File: config.mk
export PLATFORM = sky130hd
export DESIGN_NAME = bsg_two_skid_buffer_width_p3
export DESIGN_NICKNAME = d
export VERILOG_FILES = /design/src/rtl/bsg_two_skid_buffer_width_p3_pkg.sv /design/src/rtl/bsg_two_entry_mem_width_p3.sv /design/src/rtl/bsg_two_skid_buffer_width_p3.sv
export SDC_FILE = /design/constraint.sdc
export NUM_CORES = 1
export LEC_CHECK = 0
export CAP_MARGIN = 30
export CORE_AREA = 2 2 39 41
export CTS_CLUSTER_SIZE = 30
export DETAILED_ROUTE_END_ITERATION = 12
export DIE_AREA = 0 0 41 43
export GPL_ROUTABILITY_DRIVEN = 0
export GPL_TIMING_DRIVEN = 0
export SETUP_SLACK_MARGIN = 0.5
export SLEW_MARGIN = 20
export SYNTH_ARGS = -nofsm -noshare
export SYNTH_HDL_FRONTEND = slang
export SYNTH_SLANG_ARGS = --single-unit
File: constraint.sdc
create_clock -name clk_i -period 3.25 [get_ports clk_i]
set_input_delay 0.8125 -clock clk_i [delete_from_list [all_inputs] [get_ports clk_i]]
set_output_delay 0.8125 -clock clk_i [all_outputs]
set_load 0.005 [all_outputs]
File: src/rtl/bsg_two_skid_buffer_width_p3_pkg.sv
// Shared sizing constants for the two-entry skid buffer.
package bsg_two_skid_buffer_width_p3_pkg;
    localparam int unsigned count_width_lp = 2;
    localparam int unsigned depth_lp       = 2;
endpackage

File: src/rtl/bsg_two_entry_mem_width_p3.sv
// Two-entry register storage: one write port, one asynchronous read port.
module bsg_two_entry_mem_width_p3
    import bsg_two_skid_buffer_width_p3_pkg::*;
#(
    parameter int width_p = 3
) (
    input  logic               clk_i,
    input  logic               reset_n_i,
    input  logic               w_v_i,
    input  logic               w_addr_i,
    input  logic [width_p-1:0] w_data_i,
    input  logic               r_addr_i,
    output logic [width_p-1:0] r_data_o
);

    logic [depth_lp-1:0][width_p-1:0] mem_q;

    always_ff @(posedge clk_i or negedge reset_n_i) begin
        if (!reset_n_i) begin
            mem_q <= '0;
        end else if (w_v_i) begin
            mem_q[w_addr_i] <= w_data_i;
        end
    end

    assign r_data_o = mem_q[r_addr_i];

endmodule

File: src/rtl/bsg_two_skid_buffer_width_p3.sv
// Two-entry FIFO skid buffer; ready_o depends only on stored occupancy, never on yumi_i.
module bsg_two_skid_buffer_width_p3
    import bsg_two_skid_buffer_width_p3_pkg::*;
#(
    parameter int width_p = 3
) (
    input  logic                      clk_i,
    input  logic                      reset_n_i,
    input  logic                      v_i,
    input  logic [width_p-1:0]        data_i,
    output logic                      ready_o,
    output logic                      v_o,
    output logic [width_p-1:0]        data_o,
    input  logic                      yumi_i,
    output logic                      en_o,
    output logic [count_width_lp-1:0] count_o
);

    localparam logic [count_width_lp-1:0] full_lp = count_width_lp'(depth_lp);
    localparam logic [count_width_lp-1:0] one_lp  = count_width_lp'(1);

    logic [count_width_lp-1:0] count_q, count_d;
    logic                      wptr_q, wptr_d;
    logic                      rptr_q, rptr_d;
    logic                      enq, deq;

    // Reset input gates ready so nothing is accepted while held, yet the
    // first edge after release can already take data.
    assign ready_o = (count_q != full_lp) & reset_n_i;
    assign v_o     = (count_q != '0);
    assign enq     = v_i & ready_o;
    assign deq     = yumi_i & v_o;
    assign en_o    = deq;
    assign count_o = count_q;

    always_comb begin
        wptr_d  = wptr_q ^ enq;
        rptr_d  = rptr_q ^ deq;
        count_d = count_q;
        case ({enq, deq})
            2'b10:   count_d = count_q + one_lp;
            2'b01:   count_d = count_q - one_lp;
            default: count_d = count_q;
        endcase
    end

    always_ff @(posedge clk_i or negedge reset_n_i) begin
        if (!reset_n_i) begin
            count_q <= '0;
            wptr_q  <= 1'b0;
            rptr_q  <= 1'b0;
        end else begin
            count_q <= count_d;
            wptr_q  <= wptr_d;
            rptr_q  <= rptr_d;
        end
    end

    bsg_two_entry_mem_width_p3 #(.width_p(width_p)) mem (
        .clk_i     (clk_i),
        .reset_n_i (reset_n_i),
        .w_v_i     (enq),
        .w_addr_i  (wptr_q),
        .w_data_i  (data_i),
        .r_addr_i  (rptr_q),
        .r_data_o  (data_o)
    );

    yumi_without_valid: assert property (@(posedge clk_i) disable iff (!reset_n_i)
        !(yumi_i && !v_o));

endmodule

# After elaboration in Yosys (flattened, before gate mapping)
# Index checks and enable logic that the tools add are counted.
# Widths: inputs -> output; s select.
# word_totals
regBits	10
inputBits	7
out_inout_bits	8
word_cells	27
# op_classes
add_sub_neg	2
n_lt_le_gt_ge	3
eq_ne	3
n_mux	6
bitwise	5
n_reduce_logical	3
# op_table
operator	n
$mux 3	3
$bwmux 6	1
$lt 1x2->1 const B	2
$pmux 2 s2	1
$reduce_bool 2->1	2
$and 1x1->1	3
$demux 3 s1	1
$add 2x1->2 const B	1
$eq 2x1->1 const B	1
$eq 2x2->1 const B	1
$ne 2x2->1 const B	1
$sub 2x1->2 const B	1
$xor 1x1->1	2
$ge 1x1->1 const B	1
$logic_and 1x1->1	1

# Longest topological paths before layout
# Gate-level depths: netlist (run 1).
# depth
depth_word	5
mapped_depth	7

# Hierarchy
# From an unflattened synthesis (run 1), not the netlist that was laid out.
# hier_totals
cells_unflattened	34
area_unflattened_um2	479.2
# by_module_without_submodules
mod	n_inst	cells_per_inst	area_per_inst_um2	seq_area_each_um2
bsg_two_entry_mem_width_p3	1	17	282.8	150.1
bsg_two_skid_buffer_width_p3	1	17	196.4	100.1

# Worst setup path before layout (run 1)
# OpenSTA, ideal clock, no wires.
# synth_timing
kind	input port to flip-flop
start	input reset_n_i
end	register mem.mem_q[0] (netlist name)
setup_ns	0.125
arrival_time_ns	1.731
required_ns	3.125
slack_ns	1.395
path_stages	4
path_buffers	0
cell_sequence	a21boi_1 -> and2_1 -> ha_1 -> mux2_2
# synth_between
elab_chain_cells	2
# synth_rtl
element	line	text
from (decl)	bsg_two_skid_buffer_width_p3.sv:8	input logic reset_n_i,
$and 1x1->1	bsg_two_skid_buffer_width_p3.sv:29	assign ready_o = (count_q != full_lp) & reset_n_i;
$and 1x1->1	bsg_two_skid_buffer_width_p3.sv:31	assign enq = v_i & ready_o;
to (signal, indexed assignment)	bsg_two_entry_mem_width_p3.sv:22	mem_q[w_addr_i] <= w_data_i;
to (decl)	bsg_two_entry_mem_width_p3.sv:16	logic [depth_lp-1:0][width_p-1:0] mem_q;
# No other way between the ends.
# A chain may end at the register's enable or synchronous reset.

# Final worst setup path (run 1)
# layout_timing
start	input reset_n_i
end	output ready_o
# layout_between
elab_chain_cells	1
# layout_rtl
element	line	text
$and 1x1->1	bsg_two_skid_buffer_width_p3.sv:29	
to (decl)	bsg_two_skid_buffer_width_p3.sv:11	output logic ready_o,
# No other way between the ends.

==> results of run 1 <==
## worst max-delay path by stage
stage | startpoint | endpoint | slack (ns)
global placement | reset_n_i | ready_o | 0.03
finish | reset_n_i | ready_o | 0.64
CTS | yumi_i | en_o | 0.51
detailed placement | reset_n_i | ready_o | -0.01
floorplan | reset_n_i | mem.mem_q[0]$_DFFE_PN0P_ | 1.39
global route | reset_n_i | ready_o | 0.57
## cell type report
| class | count | area (sq um) |
|---|---|---|
| Inverter | 3 | 11.26 |
| Timing Repair Buffer | 14 | 137.6 |
| Tap cell | 16 | 20.02 |
| Sequential cell | 10 | 250.2 |
| Clock buffer | 4 | 36.28 |
| Fill cell | 123 | 711.9 |
| Multi-Input combinational cell | 22 | 216.5 |
## through the flow
stage / instances / setup TNS, ns
detailed placement: 65 / -0.01500
global placement: 65 / 0
floorplan: 35 / 0
CTS: 69 / 0
global route: 69 / 0
finish: 69 / 0
## cells in the final DEF (no fill, tap or decap), drive strengths merged
cell           instances
nand2                  1
xor2                   2
mux2                   9
or2                    1
inv                    3
clkbuf                 4
dlymetal6s2s           1
nor2                   1
a21boi                 1
ha                     3
buf                    1
and2                   2
xnor2                  2
dfrtp                 10
clkdlybuf4s50         12
## state kept, by name, summed over array words and instances, names as in the netlist
signal     flops
wptr_q         1
mem.mem_q      6
count_o        2
rptr_q         1
## routing by layer
metal	vias to the layer above	track usage
met2	6	0.1813
met4	0	0.1000
li1	152	-
met3	2	0.03141
met1	162	0.1467
met5	-	0
## where the power goes
part / internal [mW] / switching [mW] / total (mW)
Clock: 0.0680 / 0.0429 / 0.111
Combinational: 0.205 / 0.0921 / 0.297
Sequential: 0.190 / 0.0509 / 0.241
## Yosys cell counts
| master | count |
|---|---|
| nand2_1 | 1 |
| ha_1 | 3 |
| nor2_1 | 1 |
| xnor2_1 | 2 |
| a21boi_1 | 1 |
| xor2_1 | 2 |
| or2_4 | 1 |
| inv_1 | 3 |
| and2_1 | 1 |
| and2_4 | 1 |
| mux2_2 | 9 |
| dfrtp_1 | 10 |
## what timing repair did
item	4_1_cts	5_1_grt
gates resized for setup	6	1
endpoints found under the setup margin	1	1
gates cloned	0	0
## kinds of logic (layout without fill, tap and decap cells)
logic type / after synthesis / count (layout) / share of synthesized area
buffers and inverters: 3 / 21 / 0.02375
XOR/XNOR: 4 / 4 / 0.07389
adder cells (fa/ha/maj): 3 / 3 / 0.07916
flip-flops: 10 / 10 / 0.5277
AND/OR/NAND/NOR: 5 / 5 / 0.06596
AO/OA/AOI/OAI: 1 / 1 / 0.01584
multiplexers: 9 / 9 / 0.2137
==> results.txt, run 1 <==
The post-detailed-route DRC marker count came out at 0. After synthesis, the cell types taking the most area are dfrtp_1, mux2_2, ha_1. For this run, the post-layout net count is 64. The first global-routing pass estimated 1400 um of wire. The critical path is of the in -> out type.

Hold is met by 0.4019 ns. Entering global routing, the biggest net connects 12 pins. The maximum single-stage delay on the critical path works out to 0.52 ns.

The max-slew violation total from the final report came out at 0. Initial standard-cell utilization of the core: 0.3427. The area of the die is 1763 sq um, and the total routing resource utilization after global routing is 0.1249.

The first detailed-routing pass ran for 2 iterations. For the worst setup path, the data required time is 2.44 ns. Power spread over the standard cell area amounts to 966.1 nW/um^2. The placed instances occupy a cell area of 634.4 sq um. The floorplan has 14 rows. Summed over all nets, the half-perimeter wirelength after detailed placement is 687.5 um. The highest signal layer in the routed design is met4. For the Yosys warning count, the log shows 0.

After synthesis the cells add up to 474.2 sq um. The region available for standard cell placement spans 1384 sq um. The tools report the endpoint of the lowest-slack register-to-register path as count_o[1]$_DFFE_PN0P_.

The number of clock buffers added by TritonCTS is 3. Net count after synthesis: 45. Timing analysis after detailed placement gives a worst setup slack of -0.01500 ns.

The run gives 480 um as the met2 wire length. For the worst slew margin relative to its limit, the log shows 0.8395. CTS placed an instance of clkbuf_4 at the clock tree root. Part of the Yosys area used for sequential elements: 0.5277.

Setup repair after global routing left no endpoint under its margin. Number of buffers inserted for hold repair after clock tree synthesis: 0. In this run the static leakage power is 0.3118 nW.

At the later pin of the worst-skew pair, clock insertion delay measures 0.26 ns. Across the VDD grid, the largest voltage drop is 0.4603 mV. Die outline height: 43 um. After clock tree synthesis, the clock-pin slew on the worst setup and hold paths is 0.07 ns.

The fraction of final layout cells sized beyond drive strength 1 is 0.3208. The logs give 865 um for the total wire length after detailed routing and 329 um for the met1 layer wirelength in the final routing. Setup violations remaining at the end of the flow were counted as 0. The fraction of post-synthesis cell area in the top cell type by area came out at 0.5277. The total met3 wirelength after detailed routing is 46 um.

The floorplan step set the die width to 41 um. Across all layers, the routed design uses 322 vias. The largest total area in the synthesized netlist belongs to dfrtp_1. STA classifies the critical path startpoint as a primary input. The run gives 0.6357 ns as the final setup slack of the worst path. The worst min-delay path category was in -> async. The run gives 1 as the CTS H-tree depth.

The slack of the worst reg-to-reg path was 1.70 ns; the number of cell instances on the worst register-to-register path was 5. The setup skew after layout was 0.001940 ns. The clock drives 10 sinks. The run gives 0 as the number of diodes. The initial antenna violation count was 0. The startpoint identified for the worst register-to-register timing path is count_o[0]$_DFFE_PN0P_. For the final count of hold timing violations, the log shows 0.

The tools report the via count of the first global-routing pass as 311. The final cycle utilization of the critical path works out to 0.8044. The flip-flop and latch count after synthesis is 10, and the maximum count of clock buffers along a single path is 2. Global routing finished with a remaining overflow of 0. Traced cell by cell, the critical path runs through buf_2 > a21boi_2 > clkdlybuf4s50_1. TritonCTS built the clock tree. For the summed area of non-filler cells in the final layout, the log shows 671.9 sq um.

The slowest library cell on the worst path is clkdlybuf4s50_1. The smallest clock period supported by the final layout is computed as 2.614 ns. The cell family contributing the most delay on the critical path is buffers and inverters. The arrival time of the worst setup path is 1.80 ns, and the combined buffer and inverter count along the critical path is 2. Counting buffers and inverters, the worst setup path is 3 cells deep. Using the TritonRoute via totals, the vias-per-cell ratio works out to 4.667. For the final core utilization, the log shows 0.4855. Dividing the detail-routed wire length by the instance count gives 12.54 um. Averaged over all synthesized cells, the footprint is 13.55 sq um.

In this run the worst path has a maximum fanout of 11. For the count of nets left with antenna violations after detail routing, the log shows 0. The capturing element type of the critical path was an output port.

For the top-level I/O count, the log shows 15. The number of input and output port buffers inserted works out to 14. The run finished with clean final reports. The completed layout was analyzed and its total power is 0.6491 mW. For the number of distinct library cells after synthesis, the log shows 12. Once the clock tree was built, the setup fixing pass inserted 0 buffers.

In the synthesized netlist, the number of instances is 35. The number of violations reported at the end of detailed-routing iteration 0 was 1; the highest clock frequency the design can meet was 382.5 MHz. The area growth from synthesis to layout is 41.69%. The transition time of the tightest slew-check pin came out at 0.2408 ns. The tool flagged a number of max-cap violations equal to 0.
No activity file was read; power rests on OpenSTA's default activity.
==> run 2: changes to the inputs <==
--- a/config.mk
+++ b/config.mk
@@ -12,6 +12,7 @@
 export DIE_AREA = 0 0 41 43
 export GPL_ROUTABILITY_DRIVEN = 0
 export GPL_TIMING_DRIVEN = 0
+export PLACE_DENSITY = 0.67
 export SETUP_SLACK_MARGIN = 0.5
 export SLEW_MARGIN = 20
 export SYNTH_ARGS = -nofsm -noshare
==> constraint.sdc (replaced) <==
create_clock -name clk_i -period 2.2 [get_ports clk_i]
set_input_delay 0.55 -clock clk_i [delete_from_list [all_inputs] [get_ports clk_i]]
set_output_delay 0.55 -clock clk_i [all_outputs]
set_load 0.005 [all_outputs]
==> run 2 against run 1 <==
Net effect: global-route usage increased by 2.2 points; non-clock buffer count increased by 8; sequential power increased by 41%; total power increased by 68%; sequential share of layout area decreased by 3.4 points; cell area increased by 12%; combinational power increased by 98%; setup slack got worse by 0.29 ns; die area unchanged; largest cell class unchanged; highest routed layer unchanged.
==> results.txt, run 2 (synthesis results as in run 1) <==
The fraction of final layout cells sized beyond drive strength 1 is 0.5738 (was 0.3208). The nature of the critical path startpoint was a flop (was a primary input). The logs give 135 (was 123) for the filler cell count in the final layout and 1384 sq um (unchanged) for the area of the core. The tools report the initial standard-cell utilization of the core as 0.3427 (unchanged).

The logs give 0 (unchanged) for the count of nets left with antenna violations after detail routing and 0.6922 mV (was 0.4603 mV) for the maximum resistive drop on vdd. The total wire length after detailed routing is 901 um (was 865 um). The tools report the clock tree root driver cell as clkbuf_4 (unchanged). The final cycle utilization of the critical path came out at 0.8425. The number of input and output port buffers inserted was 14 (unchanged). The post-detailed-route DRC marker count was 0 (unchanged).

For the clock latency of the later-clocked register in the worst-skew pair, the log shows 0.26 ns (about the same). The total clock sinks was 10 (unchanged). The worst slew margin relative to its limit was 0.8863 (was 0.8395).

The total routing resource utilization after global routing was 0.1465 (was 0.1249). The run gives 1642 um (was 1400 um) as the first-pass GRT wire length. For the number of diodes, the log shows 0 (unchanged). Pre-CTS setup slack: -0.5170 ns (was -0.01500 ns). Relative contribution of combinational cells to total power: 0.540 (was 0.458). The die outline height was 43 um (unchanged). The switching share of power works out to 0.2922 (was 0.2864). The via count of the first global-routing pass came out at 370 (was 311). The logs give 77 (was 69) for the filler-free cell count of the finished design and 1.30 ns (was 1.80 ns) for the arrival time of the worst setup path. The highest clock frequency the design can meet was 539.5 MHz; the number of standard-cell rows in the floorplan was 14 (unchanged). The cell count after placement was 65 (unchanged); the initial antenna violation count was 0 (unchanged). The tools report the data required time at the worst endpoint as 1.65 ns (was 2.44 ns). The run finished with clean final reports. The critical-path maximum fanout works out to 3 (was 11). Share of power burned in the clock network: 0.150 (was 0.171). The count of nets after finishing is 72 (was 64), and the number of endpoints failing setup at the final stage is 0 (unchanged). The max-slew violation total from the final report is 0 (unchanged). The run gives 1763 sq um (unchanged) as the area of the die. The logs give 0.310 (was 0.371) for the sequential power share and 0.7721 mW (was 0.4632 mW) for the design internal power. Final count of hold timing violations: 0 (unchanged). The transition time of the tightest slew-check pin was 0.1693 ns (was 0.2408 ns).

The maximum count of clock buffers along a single path is 2 (unchanged), and the pin count of the biggest net entering global routing is 12 (unchanged). The run gives 2 (unchanged) as the number of iterations in the first detailed-routing pass. The tools report the total grt overflow as 0 (unchanged). Setup repair after global routing could not meet its margin everywhere. The number of violations reported at the end of detailed-routing iteration 0 came out at 1 (unchanged). The number of buffers created by CTS is 3 (unchanged). Most used cells in the layout excluding fill and tap cells: mux2_2, buf_6, dfrtp_1 (was clkdlybuf4s50_1, dfrtp_1, mux2_2). The CTS H-tree depth is 1 (unchanged), and the synthesis-to-finish area growth is 58.05% (was 41.69%). Capturing element type of the critical path: an output port (unchanged). The average wire per cell in the routed design came out at 11.70 um (was 12.54 um). The clock transition at the registers of the reported paths works out to 0.07 ns (about the same). The setup TNS was 0 ns (unchanged); the top-level I/O count was 15 (unchanged).

The tools report the reported max-cap violation count as 0 (unchanged). The register containing the most flip-flops in the final layout is mem.mem_q (unchanged). TritonCTS built the clock tree.

The type of the worst setup path was reg -> out (was in -> out). The number of buffers inserted for hold repair after clock tree synthesis is 0 (unchanged), and the x dimension of the die is 41 um (unchanged). The commonest non-fill, non-tap cell in the layout was mux2_2 (was clkdlybuf4s50_1).

The mean number of vias per cell came out at 4.468 (was 4.667). The final setup slack of the worst path came out at 0.3465 ns (was 0.6357 ns). For the cell leakage power, the log shows 0.3620 nW (was 0.3118 nW). The via count is 344 (was 322), and the reported net switching power is 0.3188 mW (was 0.1859 mW). The routed design could run at a clock period as short as 1.853 ns. The worst min-delay path category is in -> async (unchanged).

The total power density per cell area works out to 1456 nW/um^2 (was 966.1 nW/um^2). The setup skew after layout came out at 0.0006302 ns (was 0.001940 ns). The flip-flop count of the largest register, all copies and words added came out at 6 (unchanged).
## run 2: cell types whose count changed in the layout (fill, tap and decap cells not counted), moves of 2 or more
cell / before / now
clkdlybuf4s50_1: 12 / 4
dfrtp_2: 0 / 3
clkbuf_2: 0 / 2
buf_6: 0 / 7
buf_4: 0 / 5
dfrtp_1: 10 / 7
dlygate4sd2_1: 0 / 3
## run 2: per-layer routing
layer,share of wire,wire (um),GRT usage
met2,0.52,473,0.2188
met3,0.069,62,0.06806
met4,0.021,19,0.08000
met1,0.38,346,0.1644
met5,0,0,0
## run 2: timing repair
action | in CTS | in global routing
pin swaps | 2 | 1
buffers inserted | 8 | 0
resized for setup | 37 | 8
endpoints found under the setup margin | 17 | 7
## run 2: worst paths after layout
kind / from / end / slack, ns / depth (start not counted)
setup / recovery: rptr_q$_DFF_PN0_ / data_o[1] / 0.35 / 4
hold / removal: reset_n_i / count_o[1]$_DFFE_PN0P_ / 0.08 / 1
setup reg to reg: count_o[1]$_DFFE_PN0P_ / count_o[1]$_DFFE_PN0P_ / 0.58 / 6
hold reg to reg: mem.mem_q[1]$_DFFE_PN0P_ / mem.mem_q[1]$_DFFE_PN0P_ / 0.51 / 1
max in group asynchronous: reset_n_i / count_o[0]$_DFFE_PN0P_ / 1.99 / 1
min in group clk_i: mem.mem_q[1]$_DFFE_PN0P_ / mem.mem_q[1]$_DFFE_PN0P_ / 0.51 / 1
## run 2: layout make-up
class,count,area [sq um],area share
inverters,3,11.26,0.01503
clock buffers,4,36.28,0.04841
repair buffers,22,197.7,0.2638
flip-flops and latches,10,254.0,0.3389
well taps,16,20.02,0.02671
multi-input cells,22,230.2,0.3072
## run 2: per-stage QoR
| step | cell area [sq um] | hold WS [ns] | util | total power [mW] |
|---|---|---|---|---|
| after CTS | 735.7 | 0.07364 | 0.5316 | 1.046 |
| final | 749.5 | 0.07735 | 0.5416 | 1.091 |
| after detailed placement | 634.4 | 0.4918 | 0.4584 | 0.8013 |
| after global routing | 749.5 | 0.06565 | 0.5416 | 1.180 |
| after floorplan | 474.2 | 0.2544 | - | 0.5808 |
| after global placement | 634.4 | 0.4868 | 0.4584 | 0.7853 |
## run 2: worst max-delay path, stage by stage (launching register included)
cell and delay [ns]:
dfrtp_2 0.41, buf_6 0.12, buf_6 0.11, mux2_4 0.29, buf_6 0.11
## run 2: power by group through the flow
stage / combinational [mW] / clock [mW] / sequential (mW)
final: 0.589 / 0.163 / 0.339
after global routing: 0.648 / 0.180 / 0.351
after CTS: 0.541 / 0.168 / 0.337
after detailed placement: 0.442 / 0 / 0.359
after global placement: 0.429 / 0 / 0.356
after floorplan: 0.240 / 0 / 0.341
